<file path="config.mk">
export PLATFORM = sky130hd
export DESIGN_NAME = ssd_bcd_value_feeder
export DESIGN_NICKNAME = d
export VERILOG_FILES = /design/src/rtl/ssd_bcd_pkg.sv /design/src/rtl/bcd_dabble_step.sv /design/src/rtl/ssd_bcd_value_feeder.sv
export SDC_FILE = /design/constraint.sdc
export NUM_CORES = 1
export LEC_CHECK = 0
export BUFFER_PORTS_ARGS = -buffer_cell sky130_fd_sc_hd__buf_2
export CORE_MARGIN = 4
export CORE_UTILIZATION = 45
export CTS_CLUSTER_DIAMETER = 40
export DETAILED_ROUTE_END_ITERATION = 12
export PLACE_DENSITY = 0.68
export SETUP_SLACK_MARGIN = 0.1
export SLEW_MARGIN = 10
export SYNTH_ARGS = -nofsm -noshare
export SYNTH_HDL_FRONTEND = slang
export SYNTH_SLANG_ARGS = --single-unit
export TNS_END_PERCENT = 100
</file>
<file path="constraint.sdc">
create_clock -name i_clk_20mhz -period 2.63 [get_ports i_clk_20mhz]
set_input_delay 0.263 -clock i_clk_20mhz [delete_from_list [all_inputs] [get_ports i_clk_20mhz]]
set_output_delay 0.263 -clock i_clk_20mhz [all_outputs]
set_load 0.02 [all_outputs]
</file>
<file path="src/rtl/ssd_bcd_pkg.sv">
// Shared types and constants for the binary-to-BCD display feeder.
package ssd_bcd_pkg;

    localparam int unsigned BIN_W      = 8;
    localparam int unsigned ITER_COUNT = 8;
    localparam int unsigned BCD_DIGITS = 3;
    localparam int unsigned BCD_W      = 4 * BCD_DIGITS;

    typedef enum logic [1:0] {
        IDLE,
        SHIFT,
        LATCH
    } state_e;

    typedef logic [BCD_W-1:0] bcd_t;

    // Double-dabble correction applied to one BCD nibble before the shift.
    function automatic logic [3:0] add3(input logic [3:0] nib);
        return (nib >= 4'd5) ? nib + 4'd3 : nib;
    endfunction

endpackage

</file>
<file path="src/rtl/bcd_dabble_step.sv">
// One double-dabble iteration: per-nibble add-3, then shift {bcd, bin} left by one.
module bcd_dabble_step
    import ssd_bcd_pkg::*;
(
    input  bcd_t             bcd_i,
    input  logic [BIN_W-1:0] bin_i,
    output bcd_t             bcd_o,
    output logic [BIN_W-1:0] bin_o
);

    bcd_t                   adj;
    logic [BCD_W+BIN_W-1:0] shifted;

    always_comb begin
        adj = '0;
        for (int unsigned d = 0; d < BCD_DIGITS; d++) begin
            adj[4*d +: 4] = add3(bcd_i[4*d +: 4]);
        end
        shifted = {adj, bin_i} << 1;
        bcd_o   = shifted[BCD_W+BIN_W-1:BIN_W];
        bin_o   = shifted[BIN_W-1:0];
    end

endmodule

</file>
<file path="src/rtl/ssd_bcd_value_feeder.sv">
// Sequential 8-bit binary to two-digit BCD converter feeding the PmodSSD display.
// Build option: SSD_BCD_SATURATE_EN shows 9,9 for values above 99 instead of value mod 100.
module ssd_bcd_value_feeder
    import ssd_bcd_pkg::*;
(
    input  logic             i_clk_20mhz,
    input  logic             i_rst_20mhz,
    input  logic [BIN_W-1:0] i_value,
    input  logic             i_value_valid,
    output logic             o_ready,
    output logic [3:0]       o_value0,
    output logic [3:0]       o_value1,
    output logic             o_overflow,
    output logic             o_done
);

    state_e           state_q;
    logic [BIN_W-1:0] bin_q;
    bcd_t             bcd_q;
    logic [2:0]       cnt_q;
    logic [3:0]       value0_q;
    logic [3:0]       value1_q;
    logic             overflow_q;
    logic             done_q;

    bcd_t             bcd_d;
    logic [BIN_W-1:0] bin_d;

    bcd_dabble_step u_step (
        .bcd_i (bcd_q),
        .bin_i (bin_q),
        .bcd_o (bcd_d),
        .bin_o (bin_d)
    );

    always_ff @(posedge i_clk_20mhz or negedge i_rst_20mhz) begin
        if (!i_rst_20mhz) begin
            state_q    <= IDLE;
            bin_q      <= '0;
            bcd_q      <= '0;
            cnt_q      <= '0;
            value0_q   <= '0;
            value1_q   <= '0;
            overflow_q <= 1'b0;
            done_q     <= 1'b0;
        end else begin
            done_q <= 1'b0;
            case (state_q)
                IDLE: begin
                    if (i_value_valid) begin
                        bin_q   <= i_value;
                        bcd_q   <= '0;
                        cnt_q   <= '0;
                        state_q <= SHIFT;
                    end
                end
                SHIFT: begin
                    bcd_q <= bcd_d;
                    bin_q <= bin_d;
                    cnt_q <= cnt_q + 3'd1;
                    if (cnt_q == 3'(ITER_COUNT - 1)) begin
                        state_q <= LATCH;
                    end
                end
                LATCH: begin
                    if (bcd_q[BCD_W-1 -: 4] != 4'd0) begin
                        overflow_q <= 1'b1;
`ifdef SSD_BCD_SATURATE_EN
                        value1_q   <= 4'd9;
                        value0_q   <= 4'd9;
`else
                        value1_q   <= bcd_q[7:4];
                        value0_q   <= bcd_q[3:0];
`endif
                    end else begin
                        overflow_q <= 1'b0;
                        value1_q   <= bcd_q[7:4];
                        value0_q   <= bcd_q[3:0];
                    end
                    done_q  <= 1'b1;
                    state_q <= IDLE;
                end
                default: state_q <= IDLE;
            endcase
        end
    end

    assign o_ready    = (state_q == IDLE);
    assign o_value0   = value0_q;
    assign o_value1   = value1_q;
    assign o_overflow = overflow_q;
    assign o_done     = done_q;

endmodule

</file>
==> results.toml, run 1 <==
[worst_setup_path]
crit_type = "reg2reg"
reg2reg_from = "state_q[0]"
cp_data_arrival_time_ns = 1.90
r2r_end = "bcd_q[2]"
end_kind = "register"
rr_worst_depth = 4
r2r_setup_slack_ns = 0.90
cp-startpoint = "state_q[0]"
path_max_fanout = 22
worstSetupStartpointType = "register"
cp.required_ns = 2.80
cp-endpoint = "bcd_q[2]"

[pwr]
swShare_pct = 40.6
peakVddDrop_v = 0.000402
sequentialPowerShare_pct = 41.1
p_sw_mw = 0.898
clock_power_share_pct = 16.9
powerDensity_nw_per_um2 = 1150
p_comb_share_pct = 42.0
leakage_nw = 0.942
p_int_mw = 1.31

[clocking]
cts_hold_buffers = 0
clock-root-buffer = "clkbuf_8"
cts.path.max_buffers = 2
cts_tree = "done"
ctsResizeCount = 0
clk-insertion-delay-late_ns = 0.29
clkSlewWorstSetupHoldPaths_ns = 0.07
htreeDepth = 2
cts_num_sinks = 35
cts_buffers = 5
cts_setup_buffers = 0

[layout]
n_antenna_cell = 0
syn_to_final_growth_pct = 10.4
final_layout_size_suffix_gt1_share_pct = 17.0
nets = 207
multi_input_area_um2 = 739
final_util_pct = 52.2
n_fill_cell = 351
fin_cells = 236
regArea_um2 = 876

[timing]
fin_crit_sh_pct = 65.7
rsz0062_at_grt = "no"
relSlewSlack_pct = 49.3
fin_crit_ns = 1.73
hold_viol_final = 0
drv_slew = 0
skew_ns = 0.00905
fin_tns_setup_ns = 0
tightest_slew_ns = 0.760
max_freq_mhz = 578
setup_viol = 0
fin_hold_ws_ns = 0.0376

[placement]
io_buffers = 21
dpl.hpwl_um = 2360
gp_congestion = 0.837
place_inst = 228

[synth]
ys_seq_elements = 35
ys_async_sr_fraction_pct = 100
synth_top_cell_area_share_pct = 50.3
synthCells = 169
synth-edff-count = 0
yosysTopAreaCell = "dfrtp_1"
ys_top_cells_by_area = "dfrtp_1 50%, ha_1 6.5%, o21ai_0 5.7%"
synth_area_um2 = 1740
yosys_warnings = 0
synth_nets = 189
syn_avg_cell_area_um2 = 10.3
synth_cell_type_count = 30
seq_area_frac_synth_pct = 50.3
synth_flop_cell = "dfrtp_1"

[drt]
dr.pass1.iters = 4
drt_wl_total_um = 3370
vias_per_cell = 5.53
wl_per_cell_um = 14.3
drtIter0Drc = 129
remaining_drc_errors = 0
ant_nets = 0
vias = 1304

[grt]
grt_max_degree = 36
antenna_found_initial = 0
grtUsageTotal_pct = 15.6
grt_pass1_wl_um = 6140
grt_overflow_total = 0
grt_pass1_vias = 1362

[die]
fp-row-count = 22
fp.dieH_um = 70.2
io_pins = 22
start_util_pct = 47.3
die_w_um = 70.2
dieArea_um2 = 4930
core_um2 = 3690

[status]
outcome = "completed"

[worst_hold_path]
hold_path_class = "in2async"

[run]
maxCapViolations = 0
## power by group through the flow
stage | Combinational [mW] | Sequential (mW) | Clock [mW]
2_1_floorplan | 0.722 | 0.910 | 0
3_3_place_gp | 0.875 | 0.906 | 0
3_5_place_dp | 0.929 | 0.918 | 0
4_1_cts | 0.934 | 0.909 | 0.387
5_1_grt | 1.05 | 0.938 | 0.413
6_report | 0.928 | 0.909 | 0.373
## worst min path at each step
stage                startpoint     endpoint  slack [ns]  depth (start not counted)
floorplan           i_rst_20mhz     bcd_q[0]       -0.03                          0
global placement    i_rst_20mhz     bcd_q[9]        0.38                          1
detailed placement  i_rst_20mhz   o_overflow        0.39                          1
CTS                 i_rst_20mhz  o_value1[3]        0.07                          1
global route        i_rst_20mhz  o_value1[3]        0.10                          1
finish              i_rst_20mhz  o_value1[2]        0.04                          1
## cell families (layout without fill, tap and decap cells)
logic type	Yosys count	count (layout)	synth area share, %
DFF	35	35	50.3
xor gates and xnor gates	2	2	1.01
and+or+nand+nor	41	41	11.9
adders and majority gates	9	9	6.46
buffers and inverters	25	44	7.32
AOI/OAI and AO/OA	57	57	23.0
## cells in the final DEF, fill, tap and decap left out, drive strengths merged, types with 3 or more instances in the layout
cell | synthesis | layout
dfrtp | 35 | 35
nand2 | 25 | 25
buf | 9 | 22
o21ai | 20 | 20
inv | 14 | 14
ha | 9 | 9
a21oi | 8 | 8
and3b | 7 | 7
o2111ai | 6 | 6
clkbuf | 2 | 5
nor2b | 4 | 4
o21a | 3 | 3
o221ai | 3 | 3
o31ai | 3 | 3
a32o | 3 | 3
clkinv | 0 | 3
o311ai | 3 | 3
## state kept, by name (all words and copies together), names as in the netlist
name / flops
state_q: 2
cnt_q: 3
bin_q: 8
o_value1: 4
o_value0: 4
o_done: 1
bcd_q: 12
o_overflow: 1
## Yosys cell counts, types with 2 or more instances
library cell / count
ha_1: 9
o32ai_1: 2
o21ai_0: 20
and3b_1: 7
a2bb2oi_1: 2
nand2b_1: 2
dfrtp_1: 35
o31ai_1: 3
inv_1: 14
buf_2: 5
a21oi_1: 8
o21a_1: 3
a22o_1: 2
o221ai_1: 3
nor2b_1: 4
o2111ai_1: 6
buf_6: 3
nand2_1: 25
a32o_1: 3
xnor2_1: 2
o311ai_1: 2
## critical path: stages, from the launching register on
cell	delay, ns
dfrtp_1	0.73
nor2b_1	0.38
buf_4	0.25
o2111ai_1	0.13
o311ai_1	0.11
## metal layers
metal / wire, µm / up-vias / global-route usage [%]
met5: 0 / - / 0
met4: 67 / 0 / 7.45
met3: 167 / 8 / 5.61
met2: 1620 / 28 / 24.2
met1: 1520 / 633 / 19.2
li1: - / 635 / -
## layout make-up
class                   instances  share of cell area [%]
well taps                      48                    3.12
clock inverters                 3                   0.780
flip-flops and latches         35                    45.5
multi-input cells             109                    38.4
inverters                      14                    2.73
repair buffers                 22                    5.85
clock buffers                   5                    3.58
## per-stage QoR
stage / power [mW] / setup WS, ns / area [µm²]
final: 2.21 / 0.901 / 1920
after global routing: 2.40 / 0.746 / 1920
after CTS: 2.23 / 0.911 / 1920
after global placement: 1.78 / 1.02 / 1840
after floorplan: 1.63 / 1.33 / 1740
after detailed placement: 1.85 / 0.929 / 1840
Note: power is estimated with default switching activity, not from simulation.
==> run 2, diff against run 1 <==
Settings changed: ABC_AREA set to 1, PLACE_DENSITY 0.68 to 0.67.
Clock period 2.63 ns to 1.68 ns, I/O delays scaled along.
==> run 2 against run 1 <==
- global-route usage decreased by 1.8 points
- synthesized cell count increased by 18%
- utilization increased by 1.3 points
- setup slack got worse by 0.56 ns
- die area increased by 2.0%
- power increased by 73%
- worst hold slack improved by 0.093 ns
- clock power increased by 80%
- non-clock buffer count increased by 1
- sequential share of layout area decreased by 1.8 points
- critical path depth decreased by 2
- highest routed layer unchanged
==> results.toml, run 2 <==
[synth]
synth-adder-area-share_pct = 6.32
seq_area_frac_synth_pct = 49.1
synth_cell_type_count = 23
synth_common_cells = "52 x nand2_1, 35 x dfrtp_1, 17 x o21ai_0"
synth_nets = 219
synth_top_family_by_area = "simple AND/OR/NAND/NOR gates"
synth_top_cell_area_share_pct = 49.1
yosys.cell_count.top_type = "nand2_1"
synth_compound_gate_area_share_pct = 14.2
muxShareOfSynthArea_pct = 0
synthSimpleGateAreaFrac_pct = 22.5
ys_async_sr_fraction_pct = 100
yosysTopAreaCell = "dfrtp_1"
synth-edff-count = 0
synth_area_um2 = 1780
synth_flop_cell = "dfrtp_1"
synthCells = 199
yosys_warnings = 0
ys_top_cells_by_area = "dfrtp_1 49%, nand2_1 11%, ha_1 6.3%"
ys_seq_elements = 35
syn_avg_cell_area_um2 = 8.96
synth_xor_area_share_pct = 0

[pwr]
peakVddDrop_v = 0.000840
powerDensity_nw_per_um2 = 1910
leakage_nw = 1.02

[layout]
top_register = "bcd_q"
layout_commonest_cell = "nand2_1"
syn_to_final_growth_pct = 12.3
nets = 243
top_regs = "bcd_q: 12 flops, bin_q: 8 flops"
largest_reg_flops = 12
final_layout_size_suffix_gt1_share_pct = 21.0
fin_cells = 272
final_cell_mix = "52 x nand2_1, 35 x dfrtp_1, 21 x buf_2"
n_antenna_cell = 0

[grt]
use_met2_pct = 21.6
busiest_layer = "met2"
grtUsageMet3_pct = 3.41
met1_usage_pct = 18.5
grt_pass1_wl_um = 5620
antenna_found_initial = 0
grt_pass1_vias = 1256
grt_overflow_total = 0
grtUsageTotal_pct = 13.8
grt_max_degree = 36

[worst_setup_path]
crit_type = "reg2out"
crit_buf_inv = 1
path_delay_family = "flip-flops"
cp_cell_sequence = "nor2_1, buf_2"
worstSetupStartpointType = "register"
max_stage_delay_ns = 0.52
cp-startpoint = "state_q[0]"
slowest_stage = "dfrtp_1"
r2r_end = "bcd_q[6]"
cp.required_ns = 1.51
end_kind = "output port"
cp_data_arrival_time_ns = 1.17
rr_worst_depth = 8
reg2reg_from = "bcd_q[4]"
r2r_setup_slack_ns = 0.36
path_max_fanout = 7

[timing]
max_freq_mhz = 749
drv_slew = 0
hold_viol_final = 0
setup_viol = 0
tightest_slew_ns = 0.463
fin_tns_setup_ns = 0
fin_hold_ws_ns = 0.131
fin_crit_ns = 1.34
fin_crit_sh_pct = 79.5
skew_ns = 0.00539
rsz0062_at_grt = "no"
relSlewSlack_pct = 69.0

[drt]
dr.pass1.iters = 4
drt_wl_total_um = 3210
remaining_drc_errors = 0
ant_nets = 0
drtIter0Drc = 71
vias_per_cell = 4.99
wl_per_cell_um = 11.8
vias = 1356

[die]
fp.dieH_um = 70.9
start_util_pct = 47.6
fp-row-count = 22
dieArea_um2 = 5030
die_w_um = 70.9
io_pins = 22
core_um2 = 3740

[clocking]
htreeDepth = 2
cts_hold_buffers = 1
cts_buffers = 5
ctsResizeCount = 0
cts_tree = "done"
clk-insertion-delay-late_ns = 0.29
clock-root-buffer = "clkbuf_8"
cts.path.max_buffers = 2
cts_setup_buffers = 0
cts_num_sinks = 35
clkSlewWorstSetupHoldPaths_ns = 0.07

[placement]
gp_congestion = 0.878
place_inst = 263
dpl.hpwl_um = 2150
io_buffers = 21

[worst_hold_path]
holdPathEnd = "bin_q[0]"
hold_path.startpoint = "i_value[0]"
hold_path_class = "in2reg"
whs_path_depth = 3

[run]
maxCapViolations = 0

[status]
outcome = "completed"
run 2: cell count changes after synthesis, moves of 4 or more:
cell	previous run	this run
buf_2	5	0
o21ai_2	0	10
nand2_1	25	52
o21ai_1	0	4
nand4_1	0	7
o2111ai_1	6	0
nor2_1	1	14
nand3_1	0	15
nor2b_1	4	0
and3b_1	7	0
a21oi_1	8	1
run 2: final cells by class:
type                       count  area [µm²]
inverter                      19        76.3
fill                         382        1740
tap                           48        60.1
multi-input combinational    139         767
sequential                    35         876
clock buffer                   8         100
timing repair buffer          23         123
run 2: report_power, final:
part	internal [mW]	switching (mW)
Combinational	0.630	1.06
Clock	0.374	0.298
Sequential	1.21	0.255
run 2: worst max-delay path by stage:
stage	endpoint	slack (ns)	depth (start not counted)
after CTS	o_ready	0.34	2
final	o_ready	0.34	2
after global routing	bcd_q[6]	0.23	8
after floorplan	bcd_q[11]	0.49	6
after detailed placement	bcd_q[1]	0.38	8
after global placement	bcd_q[1]	0.37	8
run 2: logic make-up after synthesis:
group	count (synthesis)
flops	35
fa+ha+maj	9
compound gates	38
simple gates	92
buf+inv	25
run 2: per-stage QoR:
step                setup WS (ns)  power, mW  area [µm²]  utilization [%]
finish                      0.345       3.82        2000             53.5
global placement            0.373       3.16        1890             50.5
global route                0.228       4.19        2000             53.5
floorplan                   0.493       2.86        1780                -
CTS                         0.337       3.87        2000             53.5
detailed placement          0.380       3.19        1890             50.5
run 2: metal layers:
layer | up-vias | wire length, µm
li1 | 700 | -
met1 | 623 | 1580
met2 | 27 | 1440
met3 | 6 | 149
met4 | 0 | 46
met5 | - | 0
run 2: tightest hold or removal path, stage by stage:
cell     delay, ns
buf_2         0.08
nand3_1       0.07
nand2_1       0.07
==> run 3, diff against run 2 <==
Settings changed: ABC_AREA 1 to 0, PLACE_DENSITY 0.67 to 0.7.
Clock period 1.68 ns to 1.2 ns, I/O delays scaled along.
==> run 3 against run 2 <==
- the run now ends with setup timing left
- utilization rose by 13 points
- critical path type is now reg2reg
- wire length rose by 25%
- cell count did not move
- highest routed layer unchanged
- sequential power rose by 34%
- count of clock-buffer cells in the layout fell by 2
==> results.toml, run 3 (synthesis results as in run 1) <==
[pwr]
peakVddDrop_v = 0.00143
p_comb_share_pct = 55.9
finalPower_mw = 6.41
clock_power_share_pct = 13.4
powerDensity_nw_per_um2 = 2600
sequentialPowerShare_pct = 30.7
leakage_nw = 1.19
p_int_mw = 3.97
p_sw_mw = 2.44
swShare_pct = 38.1

[drt]
dr.pass1.iters = 5
ant_nets = 0
vias_per_cell = 5.40
remaining_drc_errors = 0
vias = 1468
drtIter0Drc = 77
wl_per_cell_um = 14.7
drt_wl_total_um = 4010

[worst_setup_path]
path_max_fanout = 3
rr_worst_depth = 5
cp-startpoint = "bcd_q[4]"
crit_type = "reg2reg"
worstSetupStartpointType = "register"
slowest_stage = "dfrtp_1"
end_kind = "register"
r2r_end = "bcd_q[8]"
cp.required_ns = 1.40
r2r_setup_slack_ns = -0.09
reg2reg_from = "bcd_q[4]"
cp_cell_sequence = "inv_2, ha_4, nor2b_4, o21a_1, o32ai_2"
max_stage_delay_ns = 0.39
cp-endpoint = "bcd_q[8]"
cp_data_arrival_time_ns = 1.48

[grt]
grtUsageTotal_pct = 16.5
grt_max_degree = 36
grt_pass1_wl_um = 6410
grt_overflow_total = 0
grt_pass1_vias = 1415
antenna_found_initial = 0

[placement]
place_inst = 246
gp_congestion = 0.861
io_buffers = 21
dpl.hpwl_um = 2580
place_ws_ns = -0.135

[timing]
tightest_slew_ns = 0.436
fin_crit_ns = 1.29
hold_viol_final = 0
fin_tns_setup_ns = -0.443
fin_crit_sh_pct = 107
worst_slack_ns = -0.0861
drv_slew = 0
rsz0062_at_grt = "yes"
setup_viol = 9
skew_ns = 0.00648
relSlewSlack_pct = 70.9
max_freq_mhz = 778

[layout]
n_antenna_cell = 0
fin_cells = 272
layout_commonest_cell = "dfrtp_1"
n_fill_cell = 267
top_register = "bcd_q"
syn_to_final_growth_pct = 41.6
final_util_pct = 66.9
regArea_um2 = 878
multi_input_area_um2 = 923
nets = 244
largest_reg_flops = 12
final_cell_mix = "33 x dfrtp_1, 27 x buf_4, 24 x nand2_1"
final_layout_size_suffix_gt1_share_pct = 45.1
top_regs = "bcd_q: 12 flops, bin_q: 8 flops"

[run]
maxCapViolations = 0

[status]
outcome = "complete, but fails checks"
failed_checks = "setup timing"

[die]
fp-row-count = 22
die_w_um = 70.2
dieArea_um2 = 4930
start_util_pct = 47.3
fp.dieH_um = 70.2
io_pins = 22
core_um2 = 3690

[clocking]
clock-root-buffer = "clkbuf_8"
clk-insertion-delay-late_ns = 0.29
cts_tree = "done"
clkSlewWorstSetupHoldPaths_ns = 0.07
htreeDepth = 2
cts.path.max_buffers = 2
cts_num_sinks = 35
cts_buffers = 5

[worst_hold_path]
hold_path_class = "in2reg"
## run 3: worst max-delay path: cells and delay by family, from the launching register on
family / cells / cell delay, ns
flops: 1 / 0.39
fa+ha+maj: 1 / 0.16
compound gates: 2 / 0.46
buf+inv: 1 / 0.07
simple gates: 1 / 0.12
## run 3: per-stage QoR
stage / cell area [µm²] / hold WS, ns
after detailed placement: 2070 / 0.177
after global placement: 2070 / 0.173
after CTS: 2310 / 0.235
after floorplan: 1810 / -0.176
after global routing: 2470 / 0.246
final: 2470 / 0.240
## run 3: final cells by class
cell class / count / share of cell area [%]
repair buffers: 59 / 18.9
flip-flops and latches: 35 / 35.6
clock buffers: 6 / 3.35
inverters: 14 / 2.13
well taps: 48 / 2.43
multi-input cells: 109 / 37.4
clock inverters: 1 / 0.203
## run 3: metal layers
| layer | vias up | GRT usage, % | routed length [µm] |
|---|---|---|---|
| met2 | 33 | 26.6 | 2100 |
| li1 | 707 | - | - |
| met5 | - | 0 | 0 |
| met3 | 6 | 6.19 | 184 |
| met1 | 722 | 20.2 | 1680 |
| met4 | 0 | 5.53 | 40 |
## run 3: power by group through the flow
stage	registers [mW]	clock network (mW)	logic [mW]
floorplan	2.01	0	1.83
global placement	1.94	0	2.60
detailed placement	1.97	0	2.76
CTS	1.94	0.884	3.19
global route	2.02	0.952	3.92
finish	1.97	0.860	3.58
## run 3: worst min path at each step
stage / endpoint / slack, ns / startpoint / cells past startpoint
2_1_floorplan: bcd_q[0] / -0.18 / i_rst_20mhz / 0
3_3_place_gp: o_value1[2] / 0.17 / i_rst_20mhz / 2
3_5_place_dp: o_value1[2] / 0.18 / i_rst_20mhz / 2
4_1_cts: bin_q[2] / 0.24 / i_value[2] / 4
5_1_grt: bin_q[7] / 0.25 / i_value[7] / 4
6_report: bin_q[0] / 0.24 / i_value[0] / 4
## run 3: repair_timing
item                                    4_1_cts  5_1_grt
endpoints found under the setup margin       31       32
pin swaps                                     5        9
hold endpoints to repair                     35        0
hold buffers                                  1        0
gates resized for setup                      17       29
setup buffers                                10        8
